--- src/rtl/click_classifier.sv ---
// Groups debounced click pulses that arrive within a gap window.
// Emits one registered single/double/triple event per closed group.
module click_classifier #(
  parameter int unsigned GAP = 14999999
) (
  input  logic       clk,
  input  logic       rstn,
  input  logic       click,
  output logic       single,
  output logic       double,
  output logic       triple,
  output logic       busy,
  output logic [1:0] cnt
);

  localparam int unsigned MAXN = 3;

  typedef enum logic [1:0] {
    S_IDLE = 2'b01,
    S_WAIT = 2'b10
  } state_t;

  state_t      r_state;
  logic        r_click_q;
  logic [23:0] r_timer;
  logic [1:0]  r_cnt;
  logic        r_single;
  logic        r_double;
  logic        r_triple;
  logic        r_busy;

  state_t      w_state_nxt;
  logic [23:0] w_timer_nxt;
  logic [1:0]  w_cnt_nxt;
  logic        w_single_nxt;
  logic        w_double_nxt;
  logic        w_triple_nxt;
  logic        w_rise;

  assign w_rise = click & ~r_click_q;

  always_ff @(posedge clk or negedge rstn) begin
    if (!rstn) begin
      r_state   <= S_IDLE;
      r_click_q <= 1'b0;
      r_timer   <= '0;
      r_cnt     <= '0;
      r_single  <= 1'b0;
      r_double  <= 1'b0;
      r_triple  <= 1'b0;
      r_busy    <= 1'b0;
    end else begin
      r_state   <= w_state_nxt;
      r_click_q <= click;
      r_timer   <= w_timer_nxt;
      r_cnt     <= w_cnt_nxt;
      r_single  <= w_single_nxt;
      r_double  <= w_double_nxt;
      r_triple  <= w_triple_nxt;
      r_busy    <= (w_state_nxt == S_WAIT);
    end
  end

  // A rise takes priority over timeout, so a click on the timeout edge still counts.
  always_comb begin
    w_state_nxt  = r_state;
    w_timer_nxt  = r_timer;
    w_cnt_nxt    = r_cnt;
    w_single_nxt = 1'b0;
    w_double_nxt = 1'b0;
    w_triple_nxt = 1'b0;
    case (r_state)
      S_IDLE: begin
        w_timer_nxt = '0;
        w_cnt_nxt   = '0;
        if (w_rise) begin
          w_state_nxt = S_WAIT;
          w_cnt_nxt   = 2'd1;
        end
      end
      S_WAIT: begin
        if (w_rise) begin
          w_timer_nxt = '0;
          if (r_cnt >= 2'(MAXN - 1)) begin
            w_triple_nxt = 1'b1;
            w_cnt_nxt    = '0;
            w_state_nxt  = S_IDLE;
          end else begin
            w_cnt_nxt = r_cnt + 2'd1;
          end
        end else if (r_timer >= 24'(GAP)) begin
          w_single_nxt = (r_cnt == 2'd1);
          w_double_nxt = (r_cnt != 2'd1);
          w_cnt_nxt    = '0;
          w_timer_nxt  = '0;
          w_state_nxt  = S_IDLE;
        end else begin
          w_timer_nxt = r_timer + 24'd1;
        end
      end
      default: begin
        w_state_nxt = S_IDLE;
        w_cnt_nxt   = '0;
        w_timer_nxt = '0;
      end
    endcase
  end

  assign single = r_single;
  assign double = r_double;
  assign triple = r_triple;
  assign busy   = r_busy;
  assign cnt    = r_cnt;

endmodule
--- config.mk ---
export PLATFORM = sky130hd
export DESIGN_NAME = click_classifier
export DESIGN_NICKNAME = d
export VERILOG_FILES = /design/src/rtl/click_classifier.sv
export SDC_FILE = /design/constraint.sdc
export NUM_CORES = 1
export LEC_CHECK = 0
export BUFFER_PORTS_ARGS = -buffer_cell sky130_fd_sc_hd__buf_2
export CORE_MARGIN = 2
export CORE_UTILIZATION = 36
export CTS_CLUSTER_DIAMETER = 50
export DETAILED_ROUTE_END_ITERATION = 6
export MAX_ROUTING_LAYER = met4
export PLACE_DENSITY = 0.62
export REMOVE_ABC_BUFFERS = 1
export SLEW_MARGIN = 20
export SYNTH_ARGS = -nofsm -noshare
export SYNTH_HDL_FRONTEND = slang
export SYNTH_SLANG_ARGS = --single-unit
--- constraint.sdc ---
create_clock -name clk -period 4.3 [get_ports clk]
set_clock_uncertainty 0.1 [all_clocks]
set_input_delay 0 -clock clk [delete_from_list [all_inputs] [get_ports clk]]
set_output_delay 0 -clock clk [all_outputs]
set_load 0.02 [all_outputs]
# == Yosys cells after proc, flatten, opt, wreduce, memory -nomap -nowiden ==
# Index checks and enable logic that the tools add are counted.
# op_classes
add_sub_neg,2
order_cmp,2
n_eq_ne,6
muxes,22
n_bitwise,2
# ops
op,n
$mux 24,3
$add 24x1->24 const B,1
$ge 24x24->1 const B,1
$mux 2,7
$mux 1,10
$pmux 2 s2,2
$eq 2x1->1 const B,2
$eq 2x2->1 const B,2
$ne 3x3->1 const B,1
$add 2x1->2 const B,1
$ge 2x2->1 const B,1
$ne 2x1->1 const B,1
$and 1x1->1,1
$not 1->1,1
# word_totals
reg_bits,33

# == Logic depth before layout (Yosys ltp) ==
# Gate-level depths: netlist of run 1.
# logic_depth
ltp_word,5
ltp_mapped,6
depth_no_buf,6

# == Least setup slack after synthesis of run 1 ==
# OpenSTA, ideal clock, no wires.
# synth_timing
path_type,register to register
from,register r_timer[12]
to,register r_timer[23]
setup_ps,138
t_arrival_ps,1644
t_required_ps,4062
slack_ps,2417
stages_incl_launch_ff,6
period_less_slack_ps,1883
cell_sequence,dfrtp_1 > nor4_1 > nand4_1 > nor3_2 > buf_2 > nor3_1
# synth_via
elab_chain_len,4
# synth_rtl
item,line,rtl
from (decl),25,logic [23:0] r_timer;
from (signal assigned),55,r_timer <= w_timer_nxt;
$add 24x1->24 or $ge 24x24->1 (tied branches),"98, 91",
$mux 24 *,91,end else if (r_timer >= 24'(GAP)) begin
$mux 24 *,82,if (w_rise) begin
$mux 24 *,72,case (r_state)
named net w_timer_nxt[23],33,logic [23:0] w_timer_nxt;
# Mark *: on every way through the listed nets, which the timed path passes. The rest lies on a longest branch.
# A chain may end at the register's enable or synchronous reset.

# == Worst setup path in the final report of run 1 ==
# layout_timing
from,register r_timer[12]
to,register r_state[1]
# layout_via
elab_chain_len,4
# layout_rtl
item,line,rtl
$ge 24x24->1,91,
$mux 2,91,
$mux 2,82,
$pmux 2 s2,72,
named net w_state_nxt[1],32,state_t w_state_nxt;
to (signal assigned),53,r_state <= w_state_nxt;
to (decl),23,state_t r_state;
# The timed path passes the listed nets, and every way through them passes these cells.

==> metrics.txt, run 1 <==
DRT Wirelength 3.72 mm; Max Slew Vio Count 0; layout cells sized above 1 0.141; register area share after synthesis 0.452; Power Dens Cells 328 nW/µm²; met2 Usage GRT 0.234; clk_lat worst skew 0.28 ns; Cell Area, Placed 1930 µm²; top-area cell type share of the netlist area 0.438; post-synthesis cell area 1830 µm²; critical path capture point type register; largest net degree at the start of global routing 34; Hold Crit Class input port to async pin; yosys warns 0; Static Leak 0.745 nW; P&R area growth vs syn 11.4%; Synth Area per Inst 9.78 µm²; gr ovfl total 0; DRT antenna net count 0; CTS tree done; Seq cells post-synth 33; CP peak stage delay 0.53 ns; dpl hpwl 2.54 mm; most area-consuming cells after synthesis dfrtp_1 (44%), nor3_1 (4.7%), o31ai_1 (4.1%), xnor2_1 (3.4%), or4_1 (2.9%); number of nets in the layout 204; status complete, no violations; worst-margin pin slew 0.731 ns; # IOs 9; worst-path cell chain nor4_1 -> nand4_1 -> nor3_2 -> buf_4 -> o32ai_1; Main synth FF type dfrtp_1; Final Hold Viols 0; post-route setup TNS 0 ns; Max-Cap Viols 0; Post-synth EDFFs 0; routing usage on met3 0.0375; sequential power share 0.505; setup bufs post-CTS 0; setup violators final 0; Final min period 2.36 ns; Antenna diodes 0; row count 25; Net Sw Frac 0.279; initial antenna violation count 0; Core Region 4820 µm²; routability cong. 0.822; fraction of registers with async set/reset 1.00; Yosys top cell by area dfrtp_1; Int Power 0.000482 W; Sink Count 33; GRT busiest layer met2; sw power 0.000186 W; Max Freq 423 MHz; Critical Path Slowest Stage Cell nor3_2; Clock Tree Buf Depth 2; critical path data arrival time 2.40 ns; CP startpoint kind register; Power, Total 0.000668 W; Clock transition at path regs 0.06 ns; Tcrit/Tclk final 0.550; Starting DRT DRC Count 103; CTS resizes 0; count leader, synth dfrtp_1; M1 GR Usage 0.207; Initial Utilization 0.379; vias per inst 5.50; clock power share 0.327; Root Driver clkbuf_8; Synth cell types 45; H-tree levels 2; Setup CP Type register to register; chip height 75.3 µm; total die area 5660 µm²; via count 1463; Syn Inst Count 187; Worst Path Required 4.33 ns; Avg WL per Cell 14.0 µm; most frequent cells after synthesis dfrtp_1 (32), nor3_1 (17), nand2_1 (13); I/O Buffers 8; hold_buf cts 2; First-pass DRT Iterations 4; die width 75.3 µm; vias in the first global route 1407; final instance area 2040 µm²; RSZ-0062 raised after global routing no; CTS Buf Count 5; DRC Markers 0; Comb pwr share 0.168; maximum fanout along the worst path 20; first-pass GRT wire length 6.50 mm; Worst VDD drop 0.236 mV; GRT Overall Usage 0.155; Max-Slew Margin vs Limit 0.513
registers in the layout, summed over array words and instances, names as in the netlist:
| signal | flops |
|---|---|
| r_state | 2 |
| r_timer | 24 |
| busy | 1 |
| triple | 1 |
| r_click_q | 1 |
| cnt | 2 |
| single | 1 |
| double | 1 |
per-stage QoR:
step	setup WS, ns	utilization	hold WS (ns)	std cells
2_1_floorplan	1.94	-	-0.396	180
4_1_cts	1.97	0.421	0.245	266
6_report	1.94	0.423	0.215	266
5_1_grt	1.82	0.423	0.285	266
3_5_place_dp	1.98	0.400	0.000829	256
3_3_place_gp	2.01	0.400	0.0131	256
final cells by class:
class,instances,area [µm²]
inverters,8,30.0
clock inverters,2,10.0
fillers,489,2780
flip-flops and latches,33,827
clock buffers,6,72.6
multi-input cells,139,945
repair buffers,11,67.6
well taps,67,83.8
worst paths after layout:
check / end / cells after the start / slack, ns / from
setup / recovery: r_state[1]$_DFF_PN0_ / 5 / 1.94 / r_timer[12]$_DFF_PN0_
hold / removal: r_timer[19]$_DFF_PN0_ / 2 / 0.22 / rstn
setup reg to reg: r_state[1]$_DFF_PN0_ / 5 / 1.94 / r_timer[12]$_DFF_PN0_
hold reg to reg: r_timer[0]$_DFF_PN0_ / 1 / 0.40 / r_timer[0]$_DFF_PN0_
max in group asynchronous: r_timer[11]$_DFF_PN0_ / 2 / 3.42 / rstn
min in group clk: r_click_q$_DFF_PN0_ / 2 / 0.34 / click
cells by family after synthesis:
| family | count (synthesis) | synth area share |
|---|---|---|
| buffers and inverters | 15 | 0.0370 |
| AOI/OAI and AO/OA | 36 | 0.144 |
| and+or+nand+nor | 88 | 0.289 |
| adders and majority gates | 3 | 0.0205 |
| DFF | 33 | 0.452 |
| xor gates and xnor gates | 12 | 0.0575 |
critical path: cells and delay by family (launching register included):
family / cells / cell delay (ns)
flops: 1 / 0.43
simple gates: 3 / 1.20
compound gates: 1 / 0.13
buf+inv: 1 / 0.35
cell usage in the layout, fill, tap and decap left out, types with 4 or more instances in the layout:
master    instances
a211oi_1          6
a21oi_1           6
buf_2             8
clkbuf_8          5
dfrtp_1          32
inv_1             8
nand2_1          13
nand3_1           6
nand4_1           5
nor2_1            6
nor3_1           17
nor4_1            7
o21ai_0           4
o31ai_1          10
or3_1             4
or4_1             7
xnor2_1           7
xor2_1            5
power groups by stage:
stage / registers (W) / clock network [W] / logic, W
5_1_grt: 0.000339 / 0.000242 / 0.000129
6_report: 0.000337 / 0.000219 / 0.000112
2_1_floorplan: 0.000346 / 0 / 0.0000743
4_1_cts: 0.000337 / 0.000226 / 0.000112
3_5_place_dp: 0.000343 / 0 / 0.000110
3_3_place_gp: 0.000342 / 0 / 0.000109
layer usage:
metal	wire [µm]	vias to the layer above
met4	34	0
met5	0	-
met1	1880	702
li1	-	731
met2	1680	26
met3	131	4
Power figures use the tool's default switching activity.
==> run 2, diff against run 1 <==
- PLACE_DENSITY: 0.62 -> 0.63
- clock period: 4.3 -> 2.1 ns (I/O delays scaled with it)
==> metrics.txt, run 2 (synthesis results as in run 1) <==
largest register by flop count r_timer; critical path capture point type register; critical path data arrival time 2.05 ns; critical path's top delay family compound AO/OA/AOI/OAI gates; Final Util 0.429; P&R area growth vs syn 12.9%; M1 GR Usage 0.204; CTS tree done; CP peak stage delay 0.55 ns; Worst VDD drop 0.378 mV; First-pass DRT Iterations 4; first-pass GRT wire length 6.58 mm; Max-Cap Viols 0; FF-to-FF End busy$_DFF_PN0_; Bufs and invs on worst path 1; Max Slew Vio Count 0; Sink Count 33; # IOs 9; Avg WL per Cell 13.9 µm; CTS resizes 0; Net Sw Frac 0.278; initial antenna violation count 0; maximum fanout along the worst path 6; number of nets in the layout 209; number of flip-flops in the largest register 24; commonest non-fill, non-tap cell in the layout dfrtp_1; largest net degree at the start of global routing 34; GRT busiest layer met2; dpl hpwl 2.62 mm; routability cong. 0.858; worst-path cell chain inv_1 -> ha_1 -> and3b_1 -> a221oi_1 -> nor4_1 -> a41o_1; DRC Markers 0; chip height 75.3 µm; routing usage on met3 0.0361; gr ovfl total 0; DRT Wirelength 3.76 mm; cell total after placement 261; vias per inst 5.49; RSZ-0062 raised after global routing no; worst-margin pin slew 0.723 ns; layout cells sized above 1 0.157; H-tree levels 2; row count 25; I/O Buffers 8; Comb pwr share 0.168; CP startpoint kind register; setup violators final 0; hold slack 0.209 ns; Hold Crit Class input port to async pin; worst reg-to-reg setup slack 0.12 ns; Tcrit/Tclk final 0.942; Starting DRT DRC Count 91; die width 75.3 µm; setup bufs post-CTS 0; GRT Overall Usage 0.157; Root Driver clkbuf_8; Static Leak 0.765 nW; clk_lat worst skew 0.28 ns; clock power share 0.332; fin cells 271; Setup CP Type register to register; Power, Total 0.00138 W; Worst Path Required 2.17 ns; Critical Path Slowest Stage Cell dfstp_2; hold_buf cts 2; Final Hold Viols 0; Cell Area, Placed 1960 µm²; sw power 0.000383 W; met2 Usage GRT 0.245; DRT antenna net count 0; Power Dens Cells 667 nW/µm²; r2r startpoint r_state[0]$_DFF_PN1_; status complete, no violations; sequential power share 0.500; Clock Tree Buf Depth 2; via count 1488; Clock transition at path regs 0.07 ns; Initial Utilization 0.379; CTS Buf Count 5; most frequent cells in the layout dfrtp_1 (32), nor3_1 (17), nand2_1 (13); vias in the first global route 1397; Max Freq 506 MHz; Antenna diodes 0; Max-Slew Margin vs Limit 0.518; final instance area 2060 µm²; total die area 5660 µm²; Final min period 1.98 ns; Core Region 4820 µm²; R2R depth 6; Int Power 0.000994 W
## run 2: worst reg2reg max path: stages (launching register included)
cell,delay (ns)
dfstp_2,0.55
inv_1,0.05
ha_1,0.25
and3b_1,0.22
a221oi_1,0.37
nor4_1,0.12
a41o_1,0.22
## run 2: layout make-up
cell class / count / area (µm²)
Sequential cell: 33 / 827
Tap cell: 67 / 83.8
Inverter: 8 / 30.0
Clock inverter: 1 / 5.00
Multi-Input combinational cell: 139 / 937
Fill cell: 508 / 2750
Clock buffer: 7 / 76.3
Timing Repair Buffer: 16 / 105
## run 2: power by group through the flow
stage                     registers [W]  logic, W  clock network [W]
final                          0.000689  0.000231           0.000457
after floorplan                0.000709  0.000152                  0
after global placement         0.000701  0.000229                  0
after CTS                      0.000690  0.000232           0.000471
after detailed placement       0.000702  0.000228                  0
after global routing           0.000692  0.000260           0.000501
## run 2: through the flow
step / setup WS, ns / setup TNS [ns]
after floorplan: -0.262 / -4.86
after global placement: 0.119 / 0
after detailed placement: 0.150 / 0
after CTS: 0.123 / 0
after global routing: 0.0232 / 0
final: 0.122 / 0
## run 2: per-layer routing
metal,vias up,part of all wire
li1,737,-
met1,725,0.49
met2,24,0.47
met3,2,0.033
met4,0,0.0066
met5,-,0
## run 2: worst max-delay path by stage
stage,cells after the start,to,startpoint,slack (ns)
floorplan,4,r_state[1]$_DFF_PN0_,r_timer[12]$_DFF_PN0_,-0.26
global placement,6,busy$_DFF_PN0_,r_state[0]$_DFF_PN1_,0.12
detailed placement,6,busy$_DFF_PN0_,r_state[0]$_DFF_PN1_,0.15
CTS,6,busy$_DFF_PN0_,r_state[0]$_DFF_PN1_,0.12
global route,4,r_timer[15]$_DFF_PN0_,r_timer[9]$_DFF_PN0_,0.02
finish,6,busy$_DFF_PN0_,r_state[0]$_DFF_PN1_,0.12
==> run 3, diff against run 2 <==
- CAP_MARGIN: unset -> 20
- CORE_ASPECT_RATIO: unset -> 1.1
==> metrics.txt, run 3 (synthesis results as in run 1) <==
Starting DRT DRC Count 79; critical path's top delay family simple AND/OR/NAND/NOR gates; chip height 78.7 µm; Bufs and invs on worst path 0; critical path capture point type register; worst-margin pin slew 0.738 ns; Net Sw Frac 0.266; Initial Utilization 0.368; DRT Wirelength 3.76 mm; Sink Count 33; vias per inst 5.63; initial antenna violation count 0; Comb pwr share 0.169; sequential power share 0.491; crit path from r_timer[9]$_DFF_PN0_; R2R depth 4; Cell Area, Placed 1960 µm²; die width 71.9 µm; critical path data arrival time 2.05 ns; total die area 5660 µm²; Max-Cap Viols 0; CP startpoint kind register; CP peak stage delay 0.58 ns; most frequent cells in the layout dfrtp_1 (32), nor3_1 (17), nand2_1 (13); Worst Path Required 2.20 ns; setup violators final 0; clk_lat worst skew 0.28 ns; GRT Overall Usage 0.155; Critical Path Stages 4; DRC Markers 0; FF/Latch Area 827 µm²; final instance area 2070 µm²; status complete, no violations; First-pass DRT Iterations 4; worst setup margin 0.149 ns; Root Driver clkbuf_8; routability cong. 0.866; Final min period 1.95 ns; multi-input logic area 937 µm²; RSZ-0062 raised after global routing no; Max-Slew Margin vs Limit 0.508; first-pass GRT wire length 6.72 mm; layout cells sized above 1 0.153; Core Region 4970 µm²; Clock transition at path regs 0.07 ns; Final Hold Viols 0; H-tree levels 2; Int Power 0.00103 W; Worst VDD drop 0.323 mV; CTS tree done; largest register by flop count r_timer; setup bufs post-CTS 0; row count 27; Hold Crit Class input port to async pin; CP Capture Point r_timer[21]$_DFF_PN0_; Tcrit/Tclk final 0.929; layout filler cell count 483; worst reg-to-reg setup slack 0.15 ns; Static Leak 0.770 nW; post-route setup TNS 0 ns; Clock Tree Buf Depth 2; commonest non-fill, non-tap cell in the layout dfrtp_1; hold slack 0.222 ns; Antenna diodes 0; P&R area growth vs syn 13.1%; largest net degree at the start of global routing 34; Critical Path Slowest Stage Cell or4_4; pre-CTS setup slack 0.151 ns; Max Slew Vio Count 0; number of nets in the layout 208; Avg WL per Cell 14.4 µm; CTS Buf Count 5; I/O Buffers 8; FF-to-FF End r_timer[21]$_DFF_PN0_; worst-path cell chain nand4_2 -> or4_4 -> or3_1 -> a211oi_2; fin cells 261; clock power share 0.340; Max Freq 513 MHz; DRT antenna net count 0; Setup CP Type register to register; cell total after placement 251; # IOs 9; gr ovfl total 0; r2r startpoint r_timer[9]$_DFF_PN0_; number of flip-flops in the largest register 24; via count 1469; sw power 0.000374 W; Power Dens Cells 680 nW/µm²; maximum fanout along the worst path 5; dpl hpwl 2.58 mm; vias in the first global route 1430
[run 3: cell types whose count changed in the layout (fill, tap and decap cells not counted)]
cell and delta:
clkinv_2 -1, buf_12 +1, buf_4 -2, clkbuf_8 +1
[run 3: routing by layer]
layer  up-vias  part of all wire  GRT usage
met1       711              0.49      0.194
met3         5             0.028     0.0393
met2        13              0.46      0.246
met4         0             0.016     0.0528
met5         -                 0          -
li1        740                 -          -
[run 3: worst min-delay path by stage]
stage	to	slack [ns]	cells past startpoint
global placement	r_timer[17]$_DFF_PN0_	0.01	1
finish	r_timer[16]$_DFF_PN0_	0.22	2
floorplan	busy$_DFF_PN0_	-0.40	0
global route	r_timer[16]$_DFF_PN0_	0.31	2
CTS	r_timer[16]$_DFF_PN0_	0.25	2
detailed placement	single$_DFF_PN0_	0.01	1
[run 3: cell type report]
type | count | share of cell area
Clock buffer | 8 | 0.0436
Tap cell | 58 | 0.0351
Timing Repair Buffer | 15 | 0.0533
Inverter | 8 | 0.0145
Sequential cell | 33 | 0.400
Multi-Input combinational cell | 139 | 0.453
[run 3: through the flow]
step | util | power [W]
floorplan | - | 0.000861
global placement | 0.394 | 0.000936
detailed placement | 0.394 | 0.000936
CTS | 0.416 | 0.00143
global route | 0.416 | 0.00150
finish | 0.416 | 0.00141
[run 3: timing repair]
item	in CTS	in global routing
setup endpoints to repair	0	0
hold endpoints to repair	33	0
hold buffers	2	0
resized for setup	0	0
[run 3: power groups by stage]
| stage | logic, W | registers (W) | clock network, W |
|---|---|---|---|
| after global placement | 0.000235 | 0.000702 | 0 |
| after floorplan | 0.000152 | 0.000709 | 0 |
| after detailed placement | 0.000234 | 0.000702 | 0 |
| final | 0.000238 | 0.000691 | 0.000478 |
| after global routing | 0.000269 | 0.000694 | 0.000534 |
| after CTS | 0.000238 | 0.000690 | 0.000499 |
